--- src/rtl/alu_arbiter_if.sv ---
// Requester, ALU and response signals shared between alu_arbiter and its neighbours.
// The slave modport is the arbiter's view; master is the surrounding logic's view.
interface alu_arbiter_if #(
  parameter int unsigned W  = 1,
  parameter int unsigned CW = 3
);
  logic          req0_valid;
  logic          req0_ready;
  logic [W-1:0]  req0_a;
  logic [W-1:0]  req0_b;
  logic [CW-1:0] req0_cod;

  logic          req1_valid;
  logic          req1_ready;
  logic [W-1:0]  req1_a;
  logic [W-1:0]  req1_b;
  logic [CW-1:0] req1_cod;

  logic [W-1:0]  alu_op1;
  logic [W-1:0]  alu_op2;
  logic [CW-1:0] alu_codigo;
  logic [W-1:0]  alu_res;

  logic          rsp_valid;
  logic          rsp_ready;
  logic [W-1:0]  rsp_res;
  logic          rsp_id;

  modport slave (
    input  req0_valid, req0_a, req0_b, req0_cod,
    output req0_ready,
    input  req1_valid, req1_a, req1_b, req1_cod,
    output req1_ready,
    output alu_op1, alu_op2, alu_codigo,
    input  alu_res,
    output rsp_valid, rsp_res, rsp_id,
    input  rsp_ready
  );

  modport master (
    output req0_valid, req0_a, req0_b, req0_cod,
    input  req0_ready,
    output req1_valid, req1_a, req1_b, req1_cod,
    input  req1_ready,
    input  alu_op1, alu_op2, alu_codigo,
    output alu_res,
    input  rsp_valid, rsp_res, rsp_id,
    output rsp_ready
  );
endinterface

--- src/rtl/alu_arbiter.sv ---
// Round-robin sharing of one combinational ALU between two requesters.
// Operands are issued from registers, the result is captured and returned tagged with the requester id.
module alu_arbiter #(
  parameter int unsigned W  = 1,
  parameter int unsigned CW = 3
) (
  input logic          clk,
  input logic          rst,
  alu_arbiter_if.slave bus
);

  typedef enum logic [1:0] {
    IDLE = 2'd0,
    EXEC = 2'd1,
    RESP = 2'd2
  } state_t;

  state_t        state;
  state_t        state_nxt;

  logic          last_gnt;
  logic          id_reg;

  logic          any_valid_c;
  logic          gnt_c;
  logic [W-1:0]  sel_a_c;
  logic [W-1:0]  sel_b_c;
  logic [CW-1:0] sel_cod_c;

  logic          load_c;
  logic          capture_c;
  logic          done_c;
  logic          ready0_c;
  logic          ready1_c;

  logic [W-1:0]  op1_q;
  logic [W-1:0]  op2_q;
  logic [CW-1:0] cod_q;
  logic [W-1:0]  res_q;
  logic          rsp_valid_q;
  logic          rsp_id_q;

  // Round-robin pick: a lone requester wins, on contention the one not served last wins
  always_comb begin
    any_valid_c = bus.req0_valid | bus.req1_valid;
    if (bus.req0_valid && bus.req1_valid) begin
      gnt_c = ~last_gnt;
    end else begin
      gnt_c = bus.req1_valid;
    end
    sel_a_c   = gnt_c ? bus.req1_a   : bus.req0_a;
    sel_b_c   = gnt_c ? bus.req1_b   : bus.req0_b;
    sel_cod_c = gnt_c ? bus.req1_cod : bus.req0_cod;
  end

  always_ff @(posedge clk) begin
    if (rst) begin
      state <= IDLE;
    end else begin
      state <= state_nxt;
    end
  end

  always_comb begin
    state_nxt = state;
    case (state)
      IDLE: begin
        if (any_valid_c) begin
          state_nxt = EXEC;
        end
      end
      EXEC: begin
        state_nxt = RESP;
      end
      RESP: begin
        if (bus.rsp_ready) begin
          state_nxt = IDLE;
        end
      end
      default: begin
        state_nxt = IDLE;
      end
    endcase
  end

  // Readies are gated by rst so nothing is accepted in a reset cycle
  always_comb begin
    load_c    = 1'b0;
    capture_c = 1'b0;
    done_c    = 1'b0;
    ready0_c  = 1'b0;
    ready1_c  = 1'b0;
    case (state)
      IDLE: begin
        if (any_valid_c && !rst) begin
          load_c   = 1'b1;
          ready0_c = ~gnt_c;
          ready1_c = gnt_c;
        end
      end
      EXEC: begin
        capture_c = 1'b1;
      end
      RESP: begin
        done_c = bus.rsp_ready;
      end
      default: begin
        load_c = 1'b0;
      end
    endcase
  end

  // ALU operand registers, result capture and response bookkeeping
  always_ff @(posedge clk) begin
    if (rst) begin
      op1_q       <= '0;
      op2_q       <= '0;
      cod_q       <= '0;
      id_reg      <= 1'b0;
      last_gnt    <= 1'b1;
      res_q       <= '0;
      rsp_id_q    <= 1'b0;
      rsp_valid_q <= 1'b0;
    end else begin
      if (load_c) begin
        op1_q  <= sel_a_c;
        op2_q  <= sel_b_c;
        cod_q  <= sel_cod_c;
        id_reg <= gnt_c;
      end
      if (capture_c) begin
        res_q       <= bus.alu_res;
        rsp_id_q    <= id_reg;
        last_gnt    <= id_reg;
        rsp_valid_q <= 1'b1;
      end
      if (done_c) begin
        rsp_valid_q <= 1'b0;
      end
    end
  end

  assign bus.req0_ready = ready0_c;
  assign bus.req1_ready = ready1_c;
  assign bus.alu_op1    = op1_q;
  assign bus.alu_op2    = op2_q;
  assign bus.alu_codigo = cod_q;
  assign bus.rsp_valid  = rsp_valid_q;
  assign bus.rsp_res    = res_q;
  assign bus.rsp_id     = rsp_id_q;

endmodule

--- src/flat_wrapper.sv ---
// flat-port wrapper written by rule: the top's interface ports become plain ports
module alu_arbiter_flat 
#(
  parameter int unsigned W  = 1,
  parameter int unsigned CW = 3
)
  (clk, rst, bus_req0_valid, bus_req0_a, bus_req0_b, bus_req0_cod, bus_req0_ready, bus_req1_valid, bus_req1_a, bus_req1_b, bus_req1_cod, bus_req1_ready, bus_alu_op1, bus_alu_op2, bus_alu_codigo, bus_alu_res, bus_rsp_valid, bus_rsp_res, bus_rsp_id, bus_rsp_ready);
  alu_arbiter_if #(.W(W), .CW(CW)) bus_i ();
  input logic clk;
  input logic rst;
  input wire logic [$bits(bus_i.req0_valid)-1:0] bus_req0_valid;
  input wire logic [$bits(bus_i.req0_a)-1:0] bus_req0_a;
  input wire logic [$bits(bus_i.req0_b)-1:0] bus_req0_b;
  input wire logic [$bits(bus_i.req0_cod)-1:0] bus_req0_cod;
  output wire logic [$bits(bus_i.req0_ready)-1:0] bus_req0_ready;
  input wire logic [$bits(bus_i.req1_valid)-1:0] bus_req1_valid;
  input wire logic [$bits(bus_i.req1_a)-1:0] bus_req1_a;
  input wire logic [$bits(bus_i.req1_b)-1:0] bus_req1_b;
  input wire logic [$bits(bus_i.req1_cod)-1:0] bus_req1_cod;
  output wire logic [$bits(bus_i.req1_ready)-1:0] bus_req1_ready;
  output wire logic [$bits(bus_i.alu_op1)-1:0] bus_alu_op1;
  output wire logic [$bits(bus_i.alu_op2)-1:0] bus_alu_op2;
  output wire logic [$bits(bus_i.alu_codigo)-1:0] bus_alu_codigo;
  input wire logic [$bits(bus_i.alu_res)-1:0] bus_alu_res;
  output wire logic [$bits(bus_i.rsp_valid)-1:0] bus_rsp_valid;
  output wire logic [$bits(bus_i.rsp_res)-1:0] bus_rsp_res;
  output wire logic [$bits(bus_i.rsp_id)-1:0] bus_rsp_id;
  input wire logic [$bits(bus_i.rsp_ready)-1:0] bus_rsp_ready;
  assign bus_i.req0_valid = bus_req0_valid;
  assign bus_i.req0_a = bus_req0_a;
  assign bus_i.req0_b = bus_req0_b;
  assign bus_i.req0_cod = bus_req0_cod;
  assign bus_req0_ready = bus_i.req0_ready;
  assign bus_i.req1_valid = bus_req1_valid;
  assign bus_i.req1_a = bus_req1_a;
  assign bus_i.req1_b = bus_req1_b;
  assign bus_i.req1_cod = bus_req1_cod;
  assign bus_req1_ready = bus_i.req1_ready;
  assign bus_alu_op1 = bus_i.alu_op1;
  assign bus_alu_op2 = bus_i.alu_op2;
  assign bus_alu_codigo = bus_i.alu_codigo;
  assign bus_i.alu_res = bus_alu_res;
  assign bus_rsp_valid = bus_i.rsp_valid;
  assign bus_rsp_res = bus_i.rsp_res;
  assign bus_rsp_id = bus_i.rsp_id;
  assign bus_i.rsp_ready = bus_rsp_ready;
  alu_arbiter #(.W(W), .CW(CW)) u_core (.clk(clk), .rst(rst), .bus(bus_i));
endmodule
--- config.mk ---
export PLATFORM = sky130hd
export DESIGN_NAME = alu_arbiter_flat
export DESIGN_NICKNAME = d
export VERILOG_FILES = /design/src/rtl/alu_arbiter_if.sv /design/src/rtl/alu_arbiter.sv /design/src/flat_wrapper.sv
export SDC_FILE = /design/constraint.sdc
export NUM_CORES = 1
export LEC_CHECK = 0
export CELL_PAD_IN_SITES_DETAIL_PLACEMENT = 1
export CELL_PAD_IN_SITES_GLOBAL_PLACEMENT = 1
export CORE_MARGIN = 2
export CORE_UTILIZATION = 24
export DETAILED_ROUTE_END_ITERATION = 6
export PLACE_DENSITY_LB_ADDON = 0.15
export SETUP_SLACK_MARGIN = 0.3
export SLEW_MARGIN = 10
export SYNTH_ARGS = -nofsm -noshare
export SYNTH_HDL_FRONTEND = slang
export SYNTH_SLANG_ARGS = --single-unit
--- constraint.sdc ---
create_clock -name clk -period 1.12 [get_ports clk]
set_clock_uncertainty 0.1 [all_clocks]
set_input_delay 0.168 -clock clk [delete_from_list [all_inputs] [get_ports clk]]
set_output_delay 0.168 -clock clk [all_outputs]
set_load 0.03 [all_outputs]
==> results of run 1 <==
## timing repair
| action | in CTS | in global routing |
|---|---|---|
| pin swaps | 16 | 5 |
| endpoints found under the setup margin | 22 | 22 |
| setup buffers | 12 | 6 |
| gates resized for setup | 37 | 14 |
## per-stage QoR
| stage | utilization [%] | cell area (sq um) |
|---|---|---|
| 2_1_floorplan | - | 537 |
| 5_1_grt | 58.7 | 1170 |
| 6_report | 58.7 | 1170 |
| 3_5_place_dp | 43.1 | 862 |
| 4_1_cts | 54.1 | 1080 |
| 3_3_place_gp | 43.1 | 862 |
## critical path: cells and delay by family (launching register included)
kind	cells	cell delay (ns)
flip-flops	1	0.34
AND/OR/NAND/NOR	3	0.46
buffers and inverters	1	0.13
## layout make-up
class	count	area (sq um)
fill	222	827
timing repair buffer	53	495
multi-input combinational	43	343
sequential	12	258
tap	27	33.8
clock buffer	4	26.3
inverter	3	18.8
## Yosys cell counts
cell	number
nand2_1	13
mux2i_1	1
or2b_2	1
nor2_1	4
a21bo_2	2
clkbuf_1	1
dfxtp_1	12
nand3b_1	1
buf_2	1
nand2_2	1
a311oi_1	5
a21boi_2	1
nand3_1	1
or2_1	1
a21oi_1	9
inv_1	2
o21ai_0	1
nor3_4	1
a211oi_1	1
inv_2	1
## final timing paths
check / end / startpoint / slack (ns) / cells past startpoint
worst min register to register: u_core.bus.rsp_valid$_SDFFE_PP0N_ / u_core.bus.rsp_valid$_SDFFE_PP0N_ / 0.41 / 2
worst min-delay path: u_core.bus.alu_op2$_SDFFE_PP0P_ / bus_req0_b / 0.36 / 3
worst max register to register: u_core.bus.alu_codigo[0]$_SDFFE_PP0P_ / u_core.state[0]$_SDFFE_PP0P_ / -0.25 / 6
worst max-delay path: bus_req0_ready / u_core.state[0]$_SDFFE_PP0P_ / -0.35 / 4
## report_power, final
group	internal, mW	total [mW]	switching [mW]
registers	0.468	0.500	0.0320
clock network	0.138	0.282	0.144
logic	0.280	0.499	0.220
## kinds of logic (layout without fill, tap and decap cells)
kind of cell,Yosys count,after routing
muxes,1,1
and+or+nand+nor,23,23
AOI/OAI and AO/OA,19,19
buffers and inverters,5,60
DFF,12,12
## routing by layer
layer | GRT usage (%) | share of wire (%) | up-vias
li1 | - | - | 322
met1 | 17.0 | 41 | 297
met2 | 28.7 | 54 | 19
met3 | 4.76 | 5.3 | 0
met4 | 2.70 | 0 | 0
met5 | 0 | 0 | -
==> out/qor.yml, run 1 <==
status: "finished with violations"
violations: "setup timing"
routed_wl_um: 1840
crit_chain: "nor3_4 > nand2_2 > nor2_4 > buf_6"
cts_num_sinks: 12
path_class: "flop to primary output"
timing.slew.headroom_pct: 85.4
grt_max_degree: 12
setup_viol: 12
yosys-top-cells-area: "dfxtp_1 (46%), nand2_1 (9.4%), a21oi_1 (8.7%)"
synth_cell_types: 20
tns_ns: -2.32
ir_drop_uv: 499
cp-end-kind: "primary output"
final_cell_mix: "buf_4 (21), buf_6 (17), clkdlybuf4s50_1 (12)"
period_needed_ns: 1.47
grt_setup_unrepaired: "yes"
yosysSeqAreaShare_pct: 46.5
finalCritPeriodShare_pct: 131
clock_path_buffers: 2
num_rows: 16
dp_slack_ns: -0.474
antenna_found_initial: 0
synth_top_area_share_pct: 46.5
yosysTopAreaCell: "dfxtp_1"
avgViaCountPerCell: 4.49
worst_slack_ns: -0.348
root_buffer: "clkbuf_4"
port_buffers: 25
critical_path.slowest_cell: "dfxtp_2"
syn_nets: 76
clock_latency_ns: 0.27
dp_cells: 120
ys_ff_latch: 12
worstPathRequired_ns: 0.85
slew_violations: 0
synth_adder_area_share_pct: 0
initial_utilization_pct: 25.8
die_w_um: 50.4
leakage_nw: 0.504
synth-compound-area-share_pct: 25.7
hold_path_class: "input port to flop"
synth_top_family_by_area: "compound AO/OA/AOI/OAI gates"
drv_cap: 0
clk_pin_slew_worst_paths_ns: 0.07
grt_overflow_total: 0
antenna_left: 0
start_kind: "flop"
synthToLayoutAreaGrowth_pct: 127
drc_errors: 0
synthXorXnorAreaFrac_pct: 0
synthSimpleGateAreaFrac_pct: 22.0
fmaxAchievable_mhz: 681
htreeDepth: 1
largest_reg_flops: 3
hold_viol: 0
hold_ws_ns: 0.361
drt_first_pass_iters: 2
ioPinCount: 26
die-height_um: 50.4
tightestPinTransition_ns: 0.218
cts_tree: "built"
grt_use_total_pct: 15.4
synthesis.area_sq_um: 517
detail_route.wl_per_cell_um: 13.0
grt_pass1_wl_um: 2900
final_common_cell: "buf_4"
fin_nets: 132
syn_inst: 60
syn_area_per_cell_sq_um: 8.61
first_iter_violations: 2
dieArea_sq_um: 2540
p_per_area_nw_per_um2: 1090
cts_buffers: 3
vias: 638
power_mw: 1.28
placeableCoreArea_sq_um: 2000
drive_above_1_share_pct: 66.1
cp_max_fo: 3
max_stage_delay_ns: 0.34
yosys_warnings: 0
synth.mux.area_fraction_pct: 1.94
worstPathArrival_ns: 1.20
grt_pass1_vias: 626
cts_hold_buf: 0
gp_congestion: 0.673
antenna_cells: 0
finalNonFillerCells: 142
place_hpwl_um: 1160
Note: power is estimated with default switching activity, not from simulation.
==> run 2: changes to the inputs <==
--- a/config.mk
+++ b/config.mk
@@ -10,6 +10,7 @@
 export CORE_MARGIN = 2
 export CORE_UTILIZATION = 24
 export DETAILED_ROUTE_END_ITERATION = 6
+export MAX_ROUTING_LAYER = met4
 export PLACE_DENSITY_LB_ADDON = 0.15
 export SETUP_SLACK_MARGIN = 0.3
 export SLEW_MARGIN = 10
==> out/qor.yml, run 2 (synthesis gave the netlist of run 1 again) <==
gp_congestion: 0.680  # was 0.673
avgViaCountPerCell: 4.49  # unchanged
grt_max_degree: 12  # unchanged
setup_viol: 12  # unchanged
cp-end-kind: "primary output"  # unchanged
hold_viol: 0  # unchanged
ioPinCount: 26  # unchanged
detail_route.wl_per_cell_um: 13.0  # about the same
die_w_um: 50.4  # unchanged
grt_pass1_vias: 625  # was 626
crit_chain: "nor3_4 > nand2_2 > nor2_4 > buf_6"  # unchanged
clock_latency_ns: 0.27  # about the same
filler_cell_count: 222  # unchanged
drv_cap: 0  # unchanged
hold_ws_ns: 0.361  # about the same
timing.slew.headroom_pct: 85.4  # about the same
path_class: "flop to primary output"  # unchanged
design_area_sq_um: 1170  # unchanged
status: "finished with violations"  # unchanged
regToRegStartpoint: "u_core.state[0]$_SDFFE_PP0P_"  # unchanged
whs_endpoint: "u_core.bus.alu_op2$_SDFFE_PP0P_"  # unchanged
final_cell_mix: "buf_4 (21), buf_6 (17), clkdlybuf4s50_1 (12)"  # unchanged
vias: 638  # unchanged
worst_slack_ns: -0.348  # about the same
fin_nets: 132  # unchanged
placeableCoreArea_sq_um: 2000  # unchanged
num_rows: 16  # unchanged
slew_violations: 0  # unchanged
cts_buffers: 3  # unchanged
drive_above_1_share_pct: 66.1  # unchanged
violations: "setup timing"  # unchanged
routed_wl_um: 1840  # about the same
drc_errors: 0  # unchanged
power_mw: 1.28  # about the same
seq_area_sq_um: 258  # unchanged
clock_path_buffers: 2  # unchanged
worstPathArrival_ns: 1.20  # about the same
clk_pin_slew_worst_paths_ns: 0.07  # about the same
final_common_cell: "buf_4"  # unchanged
leakage_nw: 0.504  # unchanged
drt_first_pass_iters: 2  # unchanged
grt_overflow_total: 0  # unchanged
holdPathStages: 3  # unchanged
p_per_area_nw_per_um2: 1090  # about the same
ir_drop_uv: 499  # about the same
grt_pass1_wl_um: 2900  # unchanged
place_area_sq_um: 862  # unchanged
root_buffer: "clkbuf_4"  # unchanged
period_needed_ns: 1.47  # about the same
antenna_left: 0  # unchanged
hold_path_startpoint: "bus_req0_b"  # unchanged
antenna_found_initial: 0  # unchanged
critical_path.slowest_cell: "dfxtp_2"  # unchanged
htreeDepth: 1  # unchanged
cts_hold_buf: 0  # unchanged
hold_path_class: "input port to flop"  # unchanged
antenna_cells: 0  # unchanged
grt_setup_unrepaired: "yes"  # unchanged
finalCritPeriodShare_pct: 131  # about the same
port_buffers: 25  # unchanged
initial_utilization_pct: 25.8  # unchanged
max_stage_delay_ns: 0.34  # about the same
tightestPinTransition_ns: 0.218  # about the same
r2r_slack_ns: -0.25  # about the same
multi_input_area_sq_um: 343  # unchanged
place_hpwl_um: 1160  # unchanged
tns_ns: -2.31  # was -2.32 ns
die-height_um: 50.4  # unchanged
grt_use_total_pct: 15.8  # was 15.4%
fmaxAchievable_mhz: 681  # about the same
first_iter_violations: 2  # unchanged
rr_endpoint: "u_core.bus.alu_codigo[0]$_SDFFE_PP0P_"  # unchanged
start_kind: "flop"  # unchanged
worstPathRequired_ns: 0.85  # about the same
largest_reg_flops: 3  # unchanged
dieArea_sq_um: 2540  # unchanged
synthToLayoutAreaGrowth_pct: 127  # unchanged
cts_num_sinks: 12  # unchanged
cp_max_fo: 3  # unchanged
cts_tree: "built"  # unchanged
reg2regPathDepth: 6  # unchanged
[run 2: cell counts in the layout (fill, tap and decap cells not counted)]
Identical to the previous run, type by type.
[run 2: cell type report]
class / count / area share, %
repair buffers: 53 / 42.2
multi-input cells: 43 / 29.2
flip-flops and latches: 12 / 21.9
well taps: 27 / 2.88
clock buffers: 4 / 2.24
inverters: 3 / 1.60
[run 2: repair_timing]
item / CTS / global route
gates resized for setup: 37 / 14
setup buffers: 12 / 6
pin swaps: 16 / 5
endpoints found under the setup margin: 22 / 22
[run 2: critical path, delay by kind of cell, from the launching register on]
family                 cells  cell delay (ns)
buffers and inverters      1             0.13
DFF                        1             0.34
and+or+nand+nor            3             0.46
[run 2: how the worst max path moves through the flow]
stage,start,end,slack (ns),cells past startpoint
4_1_cts,u_core.state[0]$_SDFFE_PP0P_,bus_req0_ready,-0.35,4
5_1_grt,u_core.state[0]$_SDFFE_PP0P_,bus_req0_ready,-0.39,4
3_5_place_dp,rst,u_core.bus.alu_codigo[0]$_SDFFE_PP0P_,-0.47,5
6_report,u_core.state[0]$_SDFFE_PP0P_,bus_req0_ready,-0.35,4
3_3_place_gp,rst,u_core.bus.alu_codigo[0]$_SDFFE_PP0P_,-0.45,5
2_1_floorplan,u_core.state[0]$_SDFFE_PP0P_,bus_req0_ready,-0.08,3
[run 2: stage by stage]
step	worst slack, ns	std cells	utilization, %
detailed placement	-0.474	120	43.1
CTS	-0.349	136	54.1
finish	-0.348	142	58.7
floorplan	-0.0821	60	-
global route	-0.391	142	58.7
global placement	-0.452	120	43.1
[run 2: per-layer routing]
metal / up-vias / global-route usage (%) / part of all wire (%)
met5: - / - / 0
met3: 2 / 4.76 / 5.3
met1: 295 / 17.0 / 41
met4: 0 / 2.70 / 0.33
li1: 322 / - / -
met2: 19 / 28.7 / 53
[run 2: power breakdown]
group          total [mW]  internal [mW]  switching, mW
Sequential          0.500          0.468         0.0320
Combinational       0.499          0.280          0.219
Clock               0.282          0.138          0.144
Total                1.28          0.886          0.395
